## src/rtl/bd_cmd_scheduler_pkg.sv

```systemverilog
// Shared constants and channel FSM state type for the BD command scheduler.
package bd_cmd_scheduler_pkg;

    localparam int NUM_CH  = 4;
    localparam int CMD_W   = 44;

    localparam int CH_S2C0 = 0;
    localparam int CH_C2S0 = 1;
    localparam int CH_S2C1 = 2;
    localparam int CH_C2S1 = 3;

    typedef enum logic {
        CH_IDLE = 1'b0,
        CH_PEND = 1'b1
    } ch_state_t;

endpackage

```

## src/rtl/bd_cmd_scheduler_rr_arbiter4.sv

```systemverilog
// Four-way round-robin picker: search starts one past last_grant and wraps.
// Purely combinational; no backpressure, an empty request vector yields a zero grant.
module rr_arbiter4 (
    input  logic [3:0] req,
    input  logic [1:0] last_grant,
    output logic [3:0] grant,
    output logic [1:0] grant_idx
);

    logic [1:0] cand;
    logic       found;

    always_comb begin
        grant     = '0;
        grant_idx = '0;
        cand      = '0;
        found     = 1'b0;
        // i == 4 wraps back to last_grant itself, so it has lowest priority
        for (int i = 1; i <= 4; i++) begin
            cand = last_grant + 2'(i);
            if (!found && req[cand]) begin
                found       = 1'b1;
                grant[cand] = 1'b1;
                grant_idx   = cand;
            end
        end
    end

endmodule

```

## src/rtl/bd_cmd_scheduler.sv

```systemverilog
// Round-robin issue of per-channel BD commands; one outstanding command per channel.
// Grant is same-cycle tready, command strobe follows 1 cycle later; output has no backpressure.
module bd_cmd_scheduler
    import bd_cmd_scheduler_pkg::*;
#(
    parameter int TIMEOUT = 4096
) (
    input  logic                      user_clk,
    input  logic                      user_reset_n,
    input  logic [NUM_CH*CMD_W-1:0]   s_axis_cmd_tdata,
    input  logic [NUM_CH-1:0]         s_axis_cmd_tvalid,
    output logic [NUM_CH-1:0]         s_axis_cmd_tready,
    input  logic [NUM_CH-1:0]         ch_enable,
    input  logic [NUM_CH-1:0]         bd_resp_valid,
    output logic [CMD_W-1:0]          m_axis_buffer_cmd_tdata,
    output logic                      m_axis_buffer_cmd_tvalid,
    output logic [1:0]                m_axis_buffer_cmd_tdest,
    output logic [NUM_CH-1:0]         ch_pending,
    output logic [NUM_CH-1:0]         timeout_err
);

    localparam logic [15:0] CNT_LAST = 16'(TIMEOUT - 1);

    ch_state_t         state_q [NUM_CH];
    ch_state_t         state_d [NUM_CH];
    logic [15:0]       cnt_q   [NUM_CH];
    logic [15:0]       cnt_d   [NUM_CH];
    logic [NUM_CH-1:0] idle;
    logic [NUM_CH-1:0] eligible;
    logic [NUM_CH-1:0] grant;
    logic [NUM_CH-1:0] terr_d;
    logic [1:0]        grant_idx;
    logic [1:0]        last_grant;
    logic              any_grant;

    // Reset gating keeps tready low while the async reset is held
    assign eligible          = s_axis_cmd_tvalid & ch_enable & idle & {NUM_CH{user_reset_n}};
    assign s_axis_cmd_tready = grant;
    assign any_grant         = |grant;

    rr_arbiter4 u_arb (
        .req        (eligible),
        .last_grant (last_grant),
        .grant      (grant),
        .grant_idx  (grant_idx)
    );

    always_comb begin
        idle       = '0;
        ch_pending = '0;
        terr_d     = '0;
        for (int i = 0; i < NUM_CH; i++) begin
            state_d[i]    = state_q[i];
            cnt_d[i]      = cnt_q[i];
            idle[i]       = (state_q[i] == CH_IDLE);
            ch_pending[i] = (state_q[i] == CH_PEND);
            case (state_q[i])
                CH_IDLE: begin
                    if (grant[i]) begin
                        state_d[i] = CH_PEND;
                        cnt_d[i]   = '0;
                    end
                end
                CH_PEND: begin
                    // A response on the expiry cycle wins over the abort
                    if (bd_resp_valid[i]) begin
                        state_d[i] = CH_IDLE;
                    end else if (cnt_q[i] == CNT_LAST) begin
                        state_d[i] = CH_IDLE;
                        terr_d[i]  = 1'b1;
                    end else begin
                        cnt_d[i] = cnt_q[i] + 16'd1;
                    end
                end
                default: state_d[i] = CH_IDLE;
            endcase
        end
    end

    always_ff @(posedge user_clk or negedge user_reset_n) begin
        if (!user_reset_n) begin
            for (int i = 0; i < NUM_CH; i++) begin
                state_q[i] <= CH_IDLE;
                cnt_q[i]   <= '0;
            end
            timeout_err              <= '0;
            last_grant               <= 2'd3;
            m_axis_buffer_cmd_tvalid <= 1'b0;
            m_axis_buffer_cmd_tdata  <= '0;
            m_axis_buffer_cmd_tdest  <= '0;
        end else begin
            for (int i = 0; i < NUM_CH; i++) begin
                state_q[i] <= state_d[i];
                cnt_q[i]   <= cnt_d[i];
            end
            timeout_err              <= terr_d;
            m_axis_buffer_cmd_tvalid <= any_grant;
            if (any_grant) begin
                last_grant              <= grant_idx;
                m_axis_buffer_cmd_tdata <= s_axis_cmd_tdata[grant_idx*CMD_W +: CMD_W];
                m_axis_buffer_cmd_tdest <= grant_idx;
            end
        end
    end

endmodule

```

## config.mk

```make
export PLATFORM = sky130hd
export DESIGN_NAME = bd_cmd_scheduler
export DESIGN_NICKNAME = d
export VERILOG_FILES = /design/src/rtl/bd_cmd_scheduler_pkg.sv /design/src/rtl/bd_cmd_scheduler_rr_arbiter4.sv /design/src/rtl/bd_cmd_scheduler.sv
export SDC_FILE = /design/constraint.sdc
export NUM_CORES = 1
export LEC_CHECK = 0
export ABC_CLOCK_PERIOD_IN_PS = 10800
export BUFFER_PORTS_ARGS = -buffer_cell sky130_fd_sc_hd__buf_4
export CAP_MARGIN = 25
export CORE_UTILIZATION = 45
export CTS_CLUSTER_DIAMETER = 200
export DETAILED_ROUTE_END_ITERATION = 16
export PLACE_DENSITY = 0.78
export SLEW_MARGIN = 15
export SYNTH_ARGS = -nofsm -noshare
export SYNTH_HDL_FRONTEND = slang
export SYNTH_SLANG_ARGS = --single-unit
```

## constraint.sdc

```tcl
create_clock -name user_clk -period 10.8 [get_ports user_clk]
set_clock_uncertainty 0.2 [all_clocks]
set_input_delay 1.08 -clock user_clk [delete_from_list [all_inputs] [get_ports user_clk]]
set_output_delay 1.08 -clock user_clk [all_outputs]
set_load 0.01 [all_outputs]
```

* Word level (Yosys, flattened, before mapping)
Index checks and enable logic that the tools add are counted.
** Storage, ports and cells
- Register bits :: 121
- Input port bits :: 190
- Output and inout port bits :: 59
** Operators by class
- Add/sub/neg operators :: 7
- $mul :: 1
- Order comparisons :: 8
- Equal/unequal tests :: 16
- Shift operators :: 1
- Mux-type cells :: 71
- Bitwise operators :: 10
- Reductions and logical operators :: 15
** Operators by type and width (number)
- $mux 16 :: 12
- $shiftx 176x9->44 :: 1
- $pmux 16 s2 :: 4
- $add 16x1->16 const B :: 4
- $eq 16x12->1 const B :: 4
- $mux 1 :: 35
- $ne 2x2->1 const B :: 12
- $mux 4 :: 4
- $and 4x4->4 :: 3
- $lt 2x3->1 const B :: 4
- $or 4x4->4 :: 3
- $reduce_and 3->1 :: 4
- $bmux 1 s2 :: 4
- $demux 1 s2 :: 4
- $ge 2x1->1 const B :: 4
- $mux 2 :: 4
- $pmux 1 s2 :: 4
- $logic_and 1x1->1 :: 7
- $mul 2x4->6 const B :: 1
- $add 2x2->2 const B :: 2
- $not 1->1 :: 4
- $reduce_or 4->1 :: 1
- $logic_not 1->1 :: 3
- $add 2x1->2 const B :: 1

* Depth between registers and ports, before layout
Gate-level depths: netlist of the first run.
- Depth in word-level cells :: 17
- Mapped depth :: 12
- Depth with buffers taken out :: 9

* Cells and area by module
From an unflattened synthesis of the first run, not the netlist that was laid out.
** Unflattened totals
- Cells, all modules :: 733
- Area, all modules :: 7220.7 µm²
** Modules (own cells, without submodules)
- bd_cmd_scheduler :: times used 1, cells an instance 665, area an instance 6675.2 µm², sequential area each 3030.4 µm²
- rr_arbiter4 :: times used 1, cells an instance 68, area an instance 545.5 µm², sequential area each 0.0 µm²

* Worst setup path after synthesis of the first run
No wires, ideal clock.
- Path type :: input to output
- Start point :: input port user_reset_n
- End point :: output port s_axis_cmd_tready[0]
- Arrival time :: 2.639 ns
- Required time :: 9.520 ns
- Path slack :: 6.881 ns
- Cell stages on the path :: 6
- Buffers on the path :: 1
- Cell sequence :: and4b_1 > buf_6 > mux4_2 > o31a_1 > o31a_2 > inv_1
** Between the ends
- Cells in the longest elaborated chain, start to end :: 13
** RTL lines
- start: declaration :: line bd_cmd_scheduler.sv:9 : input logic user_reset_n,
- $and 4x4->4 * :: line bd_cmd_scheduler.sv:37 : assign eligible = s_axis_cmd_tvalid & ch_enable & idle & {NUM_CH{user_reset_n}};
- $bmux 1 s2 :: line bd_cmd_scheduler_rr_arbiter4.sv:21 : if (!found && req[cand]) begin
- $mux 1 (implied by the code) :: line bd_cmd_scheduler_rr_arbiter4.sv:21
- $mux 1 :: line bd_cmd_scheduler_rr_arbiter4.sv:21
- $logic_not 1->1 :: line bd_cmd_scheduler_rr_arbiter4.sv:21
- $logic_and 1x1->1 :: line bd_cmd_scheduler_rr_arbiter4.sv:21
- $mux 1 :: line bd_cmd_scheduler_rr_arbiter4.sv:21
- $logic_not 1->1 :: line bd_cmd_scheduler_rr_arbiter4.sv:21
- $logic_and 1x1->1 :: line bd_cmd_scheduler_rr_arbiter4.sv:21
- $mux 1 :: line bd_cmd_scheduler_rr_arbiter4.sv:21
- $logic_not 1->1 :: line bd_cmd_scheduler_rr_arbiter4.sv:21
- $logic_and 1x1->1 :: line bd_cmd_scheduler_rr_arbiter4.sv:21
- $mux 4 * :: line bd_cmd_scheduler_rr_arbiter4.sv:21
- end: declaration :: line bd_cmd_scheduler.sv:12 : output logic [NUM_CH-1:0] s_axis_cmd_tready,
Every way passes the cells marked *; elsewhere a longest branch is shown, timed or not. The select of a mux whose other input is x is not followed.

* Final worst setup path of the first run
- Start point :: input port user_reset_n
- End point :: output port s_axis_cmd_tready[3]
The elaborated chain is that of the path after synthesis.

==> results of run 1 <==
-- state kept, by name (all words and copies together) (netlist names) --
name,count
ch_pending,4
m_axis_buffer_cmd_tvalid,1
m_axis_buffer_cmd_tdest,2
cnt_q,64
timeout_err,4
m_axis_buffer_cmd_tdata,44
last_grant,2
-- per-layer routing --
metal	GRT usage (%)	part of all wire, %
met5	0	0.069
met1	29.8	40
met4	8.89	1.9
met3	8.04	6.8
met2	41.5	52
-- final timing paths --
path	start	to	slack [ps]	depth (start not counted)
worst min register to register	m_axis_buffer_cmd_tdata[4]	m_axis_buffer_cmd_tdata[4]	310	1
worst max register to register	last_grant[0]	m_axis_buffer_cmd_tdata[4]	6270	10
worst max-delay path	user_reset_n	s_axis_cmd_tready[3]	6030	8
min in group asynchronous	user_reset_n	cnt_q[43]	510	1
worst min-delay path	m_axis_buffer_cmd_tdata[4]	m_axis_buffer_cmd_tdata[4]	310	1
max in group asynchronous	user_reset_n	cnt_q[9]	8820	3
-- synthesized netlist by cell type, types with 5 or more instances --
master      n
mux4_1      6
nor3_1      9
mux4_2     43
dfrtp_1   119
mux2_4     10
mux2i_1     6
nand3_1    20
mux2_2     34
nand2b_1    7
clkbuf_1   11
nand2_1    43
nor2_1     79
a21oi_1    11
o21ai_0    15
and3_1     11
ha_1       12
nand4_1    18
xor2_1     32
inv_1      20
or3_1       5
xnor2_1    21
buf_6       7
-- per-stage QoR --
| stage | power [mW] | instance area, sq um | utilization, % | setup slack [ps] | cells |
|---|---|---|---|---|---|
| after floorplan | 1.44 | 7050 | - | 6880 | 596 |
| after global placement | 1.74 | 9020 | 59.1 | 5670 | 1033 |
| after detailed placement | 1.77 | 9020 | 59.1 | 5650 | 1033 |
| after CTS | 2.40 | 9670 | 63.3 | 6020 | 1064 |
| after global routing | 2.51 | 9700 | 63.6 | 5800 | 1066 |
| final | 2.37 | 9700 | 63.6 | 6030 | 1066 |
-- worst reg2reg max path, stage by stage, from the launching register on --
cell and delay [ps]:
dfstp_2 700, inv_2 200, ha_1 440, inv_1 190
mux4_2 430, nor3_4 300, nand2_1 130, a32oi_4 170
buf_4 660, mux4_1 720, mux2_2 270
-- layout make-up --
| class | instances | share of cell area [%] |
|---|---|---|
| multi-input cells | 427 | 38.7 |
| flip-flops and latches | 121 | 31.2 |
| repair buffers | 255 | 19.9 |
| clock buffers | 18 | 4.53 |
| well taps | 211 | 2.72 |
| clock inverters | 13 | 2.08 |
| inverters | 21 | 0.813 |
-- power breakdown --
group	internal (mW)	leakage [nW]	total [mW]	switching, mW
Combinational	0.604	2.67	1.08	0.478
Clock	0.412	0.308	0.615	0.203
Sequential	0.584	1.57	0.675	0.0916
-- cell usage in the layout, fill, tap and decap left out, types with 5 or more instances in the layout --
cell type | Yosys | routed
buf_4 | 1 | 254
dfrtp_1 | 119 | 119
nor2_1 | 79 | 79
nand2_1 | 43 | 43
mux4_2 | 43 | 43
mux2_2 | 34 | 34
xor2_1 | 32 | 32
xnor2_1 | 21 | 21
inv_1 | 20 | 20
nand3_1 | 20 | 20
nand4_1 | 18 | 18
clkbuf_16 | 0 | 17
o21ai_0 | 15 | 15
ha_1 | 12 | 12
a21oi_1 | 11 | 11
and3_1 | 11 | 11
mux2_4 | 10 | 10
nor3_1 | 9 | 9
nand2b_1 | 7 | 7
mux2i_1 | 6 | 6
mux4_1 | 6 | 6
or3_1 | 5 | 5
bufinv_16 | 0 | 5
-- logic make-up (layout without fill, tap and decap cells) --
logic type | count (synthesis) | in the layout
multiplexers | 99 | 99
AO/OA/AOI/OAI | 44 | 44
flip-flops | 121 | 121
buffers and inverters | 48 | 307
adder cells (fa/ha/maj) | 12 | 12
XOR/XNOR | 53 | 53
AND/OR/NAND/NOR | 219 | 219
==> impl_metrics.xml, run 1 <==
<?xml version="1.0" encoding="UTF-8"?>
<metrics>
  <group name="cts">
    <metric name="post-cts-setup-buffers" unit="">0</metric>
    <metric name="cts_tree" unit="">done</metric>
    <metric name="cts_resized" unit="">0</metric>
    <metric name="cts_sinks" unit="">121</metric>
    <metric name="max-clock-path-buffers" unit="">2</metric>
    <metric name="cts.reportedPaths.clkPinSlew" unit="ps">50</metric>
    <metric name="clock_tree.root_cell" unit="">clkbuf_16</metric>
    <metric name="worst_skew_pair.late_latency" unit="ps">410</metric>
    <metric name="ctsHtreeMaxLevel" unit="">4</metric>
    <metric name="number_of_buffers_created_by_cts" unit="">17</metric>
    <metric name="hold_buffers" unit="">0</metric>
  </group>
  <group name="grt">
    <metric name="overflow" unit="">0</metric>
    <metric name="first_global_vias" unit="">5950</metric>
    <metric name="grt_start_max_net_pins" unit="">73</metric>
    <metric name="initial_antenna_violation_count" unit="">1</metric>
    <metric name="grt_use_total" unit="%">24.7</metric>
    <metric name="grt_pass1_wl" unit="mm">30.2</metric>
  </group>
  <group name="logic_synthesis">
    <metric name="synth-compound-area-share" unit="%">4.33</metric>
    <metric name="synth_edf_count" unit="">0</metric>
    <metric name="yosys_most_used_dff" unit="">dfrtp_1</metric>
    <metric name="synth_area_per_cell" unit="sq um">11.8</metric>
    <metric name="ys_warn_count" unit="">0</metric>
    <metric name="synth_async_reset_ratio" unit="%">100</metric>
    <metric name="synth-adder-area-share" unit="%">2.13</metric>
    <metric name="yosys-mux-area-fraction" unit="%">24.4</metric>
    <metric name="synthesis.instances" unit="">596</metric>
    <metric name="synth-seq-cells" unit="">121</metric>
    <metric name="netlist_top_cells_area" unit="">dfrtp_1 42%, mux4_2 14%, mux2_2 5.4%</metric>
    <metric name="combinational_family_with_the_most_area_after_synthesis" unit="">multiplexers</metric>
    <metric name="post_synth_num_cell_types" unit="">54</metric>
    <metric name="yosys.area_share.simple" unit="%">15.4</metric>
    <metric name="ys_seq_area_share" unit="%">43.0</metric>
    <metric name="post_synth_xor_area_fraction" unit="%">6.58</metric>
    <metric name="synth.cell_area" unit="sq um">7050</metric>
    <metric name="mappedNetlistNets" unit="">798</metric>
    <metric name="synth_top_cell_by_area" unit="">dfrtp_1</metric>
    <metric name="post-synth-top-area-fraction" unit="%">42.2</metric>
  </group>
  <group name="sta">
    <metric name="finalSetupViolations" unit="">0</metric>
    <metric name="hold_slack" unit="ps">305</metric>
    <metric name="timing_worst_slew_pin_value" unit="ps">962</metric>
    <metric name="finalHoldViolations" unit="">0</metric>
    <metric name="setup_total_negative_slack" unit="ps">0</metric>
    <metric name="fmax" unit="MHz">210</metric>
    <metric name="maxSlewViolCount" unit="">0</metric>
    <metric name="unrepaired_setup_endpoints_after_global_routing" unit="">false</metric>
    <metric name="worst_slew_margin_rel" unit="%">35.6</metric>
    <metric name="period_share" unit="%">44.2</metric>
    <metric name="finalWorstPathRequiredPeriod" unit="ps">4770</metric>
  </group>
  <group name="route">
    <metric name="first_pass_iters" unit="">4</metric>
    <metric name="drt_iter0_drc" unit="">228</metric>
    <metric name="wirelength" unit="mm">19.0</metric>
    <metric name="vias" unit="">5677</metric>
    <metric name="viasPerCell" unit="">5.33</metric>
    <metric name="avgRoutedWirePerCell" unit="um">17.8</metric>
    <metric name="drt_drc_violations_left" unit="">0</metric>
    <metric name="antenna_left" unit="">0</metric>
  </group>
  <group name="setup_path">
    <metric name="worstPathRequired" unit="ps">9520</metric>
    <metric name="worstPathCellList" unit="">buf_4 -&gt; nand4b_1 -&gt; mux4_2 -&gt; nand3_1 -&gt; a21oi_1 -&gt; a221oi_2 -&gt; inv_1 -&gt; buf_4</metric>
    <metric name="critical_path.slowest_cell" unit="">mux4_2</metric>
    <metric name="path_delay_family" unit="">buffers and inverters</metric>
    <metric name="crit_path_start_kind" unit="">primary input</metric>
    <metric name="timing.critical_path.arrival" unit="ps">3490</metric>
    <metric name="cp_num_buf_inv" unit="">3</metric>
    <metric name="critPathMaxFanout" unit="">58</metric>
    <metric name="worstSetupPathType" unit="">in2out</metric>
    <metric name="delay_of_the_slowest_cell_on_the_worst_path" unit="ps">630</metric>
    <metric name="critical-path-top-cell-by-count" unit="">buf_4</metric>
    <metric name="worstSetupEndpointType" unit="">primary output</metric>
  </group>
  <group name="layout">
    <metric name="multi_input_area" unit="sq um">3750</metric>
    <metric name="final.fill_count" unit="">1200</metric>
    <metric name="syn2layout_area_growth" unit="%">37.5</metric>
    <metric name="final-seq-area" unit="sq um">3030</metric>
    <metric name="diodes" unit="">0</metric>
    <metric name="nNetsFinal" unit="">1045</metric>
    <metric name="proportion_of_layout_cells_with_a_drive_suffix_above_1" unit="%">45.4</metric>
  </group>
  <group name="floorplanning">
    <metric name="die_area" unit="sq um">16200</metric>
    <metric name="fp.dieW" unit="um">127</metric>
    <metric name="placementRows" unit="">45</metric>
    <metric name="floorplan.die.height" unit="um">127</metric>
    <metric name="io_pins" unit="">249</metric>
    <metric name="core_area" unit="sq um">15300</metric>
    <metric name="initial_utilization" unit="%">46.2</metric>
  </group>
  <group name="placement">
    <metric name="dp.final_hpwl" unit="mm">14.0</metric>
    <metric name="globalplace.congestion" unit="">0.842</metric>
    <metric name="port_buffers" unit="">248</metric>
  </group>
  <group name="pwr">
    <metric name="total_power_density_per_cell_area" unit="nW/um^2">245</metric>
    <metric name="ir_drop" unit="mV">0.133</metric>
    <metric name="cellLeakagePower" unit="nW">4.54</metric>
  </group>
  <group name="hold_path">
    <metric name="timing.hold.worst.class" unit="">reg2reg</metric>
  </group>
  <group name="run">
    <metric name="drv.max_cap_violation_count" unit="">0</metric>
  </group>
  <group name="run_status">
    <metric name="result_of_the_run" unit="">completed</metric>
  </group>
</metrics>
Note: power is estimated with default switching activity, not from simulation.
==> run 2: changes to the inputs <==
- ABC_CLOCK_PERIOD_IN_PS: 10800 -> 4600
- clock period: 10.8 -> 4.6 ns (I/O delays scaled with it)
==> run 2 against run 1 <==
  * Clock-buffer cell count up 4
  * Worst hold slack lost 180 ps
  * Utilization down 0.13 points
  * Sequential cell count is the same
  * Register-to-register slack lost 5800 ps
  * Combinational power up 140%
  * Sequential power up 140%
  * First-iteration DRC count up 24%
  * Largest cell class unchanged
==> impl_metrics.xml, run 2 (synthesized netlist as in run 1, its figures left out) <==
<?xml version="1.0" encoding="UTF-8"?>
<metrics>
  <group name="sta">
    <metric name="period_share" unit="%">89.7</metric>
    <metric name="fmax" unit="MHz">242</metric>
    <metric name="setup_total_negative_slack" unit="ps">0</metric>
    <metric name="worst_slew_margin_rel" unit="%">61.0</metric>
    <metric name="hold_slack" unit="ps">126</metric>
    <metric name="fin_ws" unit="ps">475</metric>
    <metric name="timing_worst_slew_pin_value" unit="ps">585</metric>
    <metric name="finalHoldViolations" unit="">0</metric>
    <metric name="finalSetupViolations" unit="">0</metric>
    <metric name="finalWorstPathRequiredPeriod" unit="ps">4120</metric>
    <metric name="maxSlewViolCount" unit="">0</metric>
    <metric name="unrepaired_setup_endpoints_after_global_routing" unit="">false</metric>
  </group>
  <group name="cts">
    <metric name="clock_tree.root_cell" unit="">clkbuf_16</metric>
    <metric name="cts.reportedPaths.clkPinSlew" unit="ps">50</metric>
    <metric name="number_of_buffers_created_by_cts" unit="">17</metric>
    <metric name="worst_skew_pair.late_latency" unit="ps">410</metric>
    <metric name="cts_tree" unit="">done</metric>
    <metric name="max-clock-path-buffers" unit="">2</metric>
    <metric name="cts_sinks" unit="">121</metric>
    <metric name="ctsHtreeMaxLevel" unit="">4</metric>
  </group>
  <group name="run">
    <metric name="drv.max_cap_violation_count" unit="">0</metric>
  </group>
  <group name="grt">
    <metric name="first_global_vias" unit="">5817</metric>
    <metric name="grt_pass1_wl" unit="mm">30.2</metric>
    <metric name="grt_use_total" unit="%">24.7</metric>
    <metric name="initial_antenna_violation_count" unit="">1</metric>
    <metric name="overflow" unit="">0</metric>
    <metric name="grt_start_max_net_pins" unit="">47</metric>
  </group>
  <group name="setup_path">
    <metric name="worstRegToRegCells" unit="">10</metric>
    <metric name="worstPathRequired" unit="ps">4690</metric>
    <metric name="regToRegStartpoint" unit="">last_grant[0]</metric>
    <metric name="setup_slack_of_the_most_critical_reg_to_reg_path" unit="ps">480</metric>
    <metric name="destination_of_the_worst_register_to_register_timing_path" unit="">m_axis_buffer_cmd_tdata[43]</metric>
    <metric name="worstSetupPathType" unit="">reg2reg</metric>
    <metric name="critPathMaxFanout" unit="">46</metric>
    <metric name="worstSetupEndpointType" unit="">flop</metric>
    <metric name="crit_path_start_kind" unit="">flop</metric>
    <metric name="timing.critical_path.arrival" unit="ps">4210</metric>
  </group>
  <group name="route">
    <metric name="avgRoutedWirePerCell" unit="um">17.7</metric>
    <metric name="viasPerCell" unit="">5.29</metric>
    <metric name="vias" unit="">5663</metric>
    <metric name="first_pass_iters" unit="">4</metric>
    <metric name="drt_iter0_drc" unit="">283</metric>
    <metric name="wirelength" unit="mm">19.0</metric>
    <metric name="top_layer_used" unit="">met4</metric>
    <metric name="detailroute.wirelength.met2" unit="mm">9.53</metric>
    <metric name="drt_drc_violations_left" unit="">0</metric>
    <metric name="antenna_left" unit="">0</metric>
    <metric name="wl_met1" unit="mm">8.05</metric>
    <metric name="route.met3.wl" unit="mm">1.07</metric>
  </group>
  <group name="layout">
    <metric name="nNetsFinal" unit="">1051</metric>
    <metric name="final.fill_count" unit="">1189</metric>
    <metric name="syn2layout_area_growth" unit="%">37.2</metric>
    <metric name="top_register_by_number_of_flip_flops" unit="">cnt_q</metric>
    <metric name="finish.utilization" unit="%">63.4</metric>
    <metric name="proportion_of_layout_cells_with_a_drive_suffix_above_1" unit="%">45.4</metric>
    <metric name="final_common_cell" unit="">buf_4</metric>
    <metric name="finish.cell_count_without_fillers" unit="">1071</metric>
    <metric name="layout_top_registers" unit="">cnt_q x64, m_axis_buffer_cmd_tdata x44</metric>
    <metric name="largest_reg_flops" unit="">64</metric>
    <metric name="final_design_area_no_fill" unit="sq um">9680</metric>
    <metric name="commonest_cells_after_routing_fill_and_taps_aside" unit="">259 x buf_4, 119 x dfrtp_1, 79 x nor2_1</metric>
  </group>
  <group name="pwr">
    <metric name="ir_drop" unit="mV">0.319</metric>
    <metric name="cellLeakagePower" unit="nW">4.54</metric>
    <metric name="power.total" unit="mW">5.46</metric>
    <metric name="total_power_density_per_cell_area" unit="nW/um^2">564</metric>
  </group>
  <group name="hold_path">
    <metric name="hold-path-cell-count" unit="">3</metric>
    <metric name="whs_endpoint" unit="">timeout_err[1]</metric>
    <metric name="timing.hold.worst.class" unit="">in2reg</metric>
    <metric name="min_from" unit="">bd_resp_valid[1]</metric>
  </group>
  <group name="floorplanning">
    <metric name="initial_utilization" unit="%">46.2</metric>
    <metric name="fp.dieW" unit="um">127</metric>
    <metric name="floorplan.die.height" unit="um">127</metric>
    <metric name="io_pins" unit="">249</metric>
    <metric name="placementRows" unit="">45</metric>
    <metric name="core_area" unit="sq um">15300</metric>
    <metric name="die_area" unit="sq um">16200</metric>
  </group>
  <group name="run_status">
    <metric name="result_of_the_run" unit="">completed</metric>
  </group>
  <group name="placement">
    <metric name="placedInstanceArea" unit="sq um">9090</metric>
    <metric name="port_buffers" unit="">248</metric>
    <metric name="dp.final_hpwl" unit="mm">14.6</metric>
    <metric name="dp_cells" unit="">1040</metric>
    <metric name="globalplace.congestion" unit="">0.868</metric>
    <metric name="place_ws" unit="ps">461</metric>
  </group>
</metrics>
==> run 2: worst max path at each step <==
stage / from / end / slack, ps / cells after the start
floorplan: last_grant[1] / m_axis_buffer_cmd_tdata[38] / 790 / 12
global placement: last_grant[0] / m_axis_buffer_cmd_tdata[4] / 550 / 10
detailed placement: last_grant[0] / m_axis_buffer_cmd_tdata[2] / 460 / 10
CTS: last_grant[0] / m_axis_buffer_cmd_tdata[2] / 470 / 10
global route: last_grant[0] / m_axis_buffer_cmd_tdata[43] / 220 / 10
finish: last_grant[0] / m_axis_buffer_cmd_tdata[43] / 480 / 10
==> run 2: where the power goes <==
group          switching (mW)  internal, mW
Sequential              0.216          1.37
Combinational            1.13          1.45
Clock                   0.461         0.843
Total                    1.80          3.66
==> run 2: worst max-delay path: stages, from the launching register on <==
cell and delay (ps):
dfstp_2 690, inv_2 180, ha_1 420, inv_1 180, mux4_2 430, nor3_4 300, nand2_1 130, a32oi_4 220
buf_12 330, mux4_1 600, mux2_2 280
==> run 2: per-layer routing <==
layer,track usage (%),up-vias
met1,32.0,2768
met5,0,-
li1,-,2678
met4,7.84,0
met3,7.58,31
met2,39.9,186
==> run 2: timing repair <==
item | in CTS | in global routing
buffers inserted | 0 | 0
resized for setup | 0 | 0
hold buffers | 1 | 0
hold endpoints to repair | 23 | 0
==> run 2: cell type report <==
class	count	area, sq um	area share [%]
inverter	21	78.8	0.814
sequential	121	3030	31.3
tap	211	264	2.73
timing repair buffer	261	1970	20.4
multi-input combinational	427	3750	38.8
clock inverter	7	93.8	0.969
clock buffer	22	484	5.00
antenna	1	2.50	0.0258
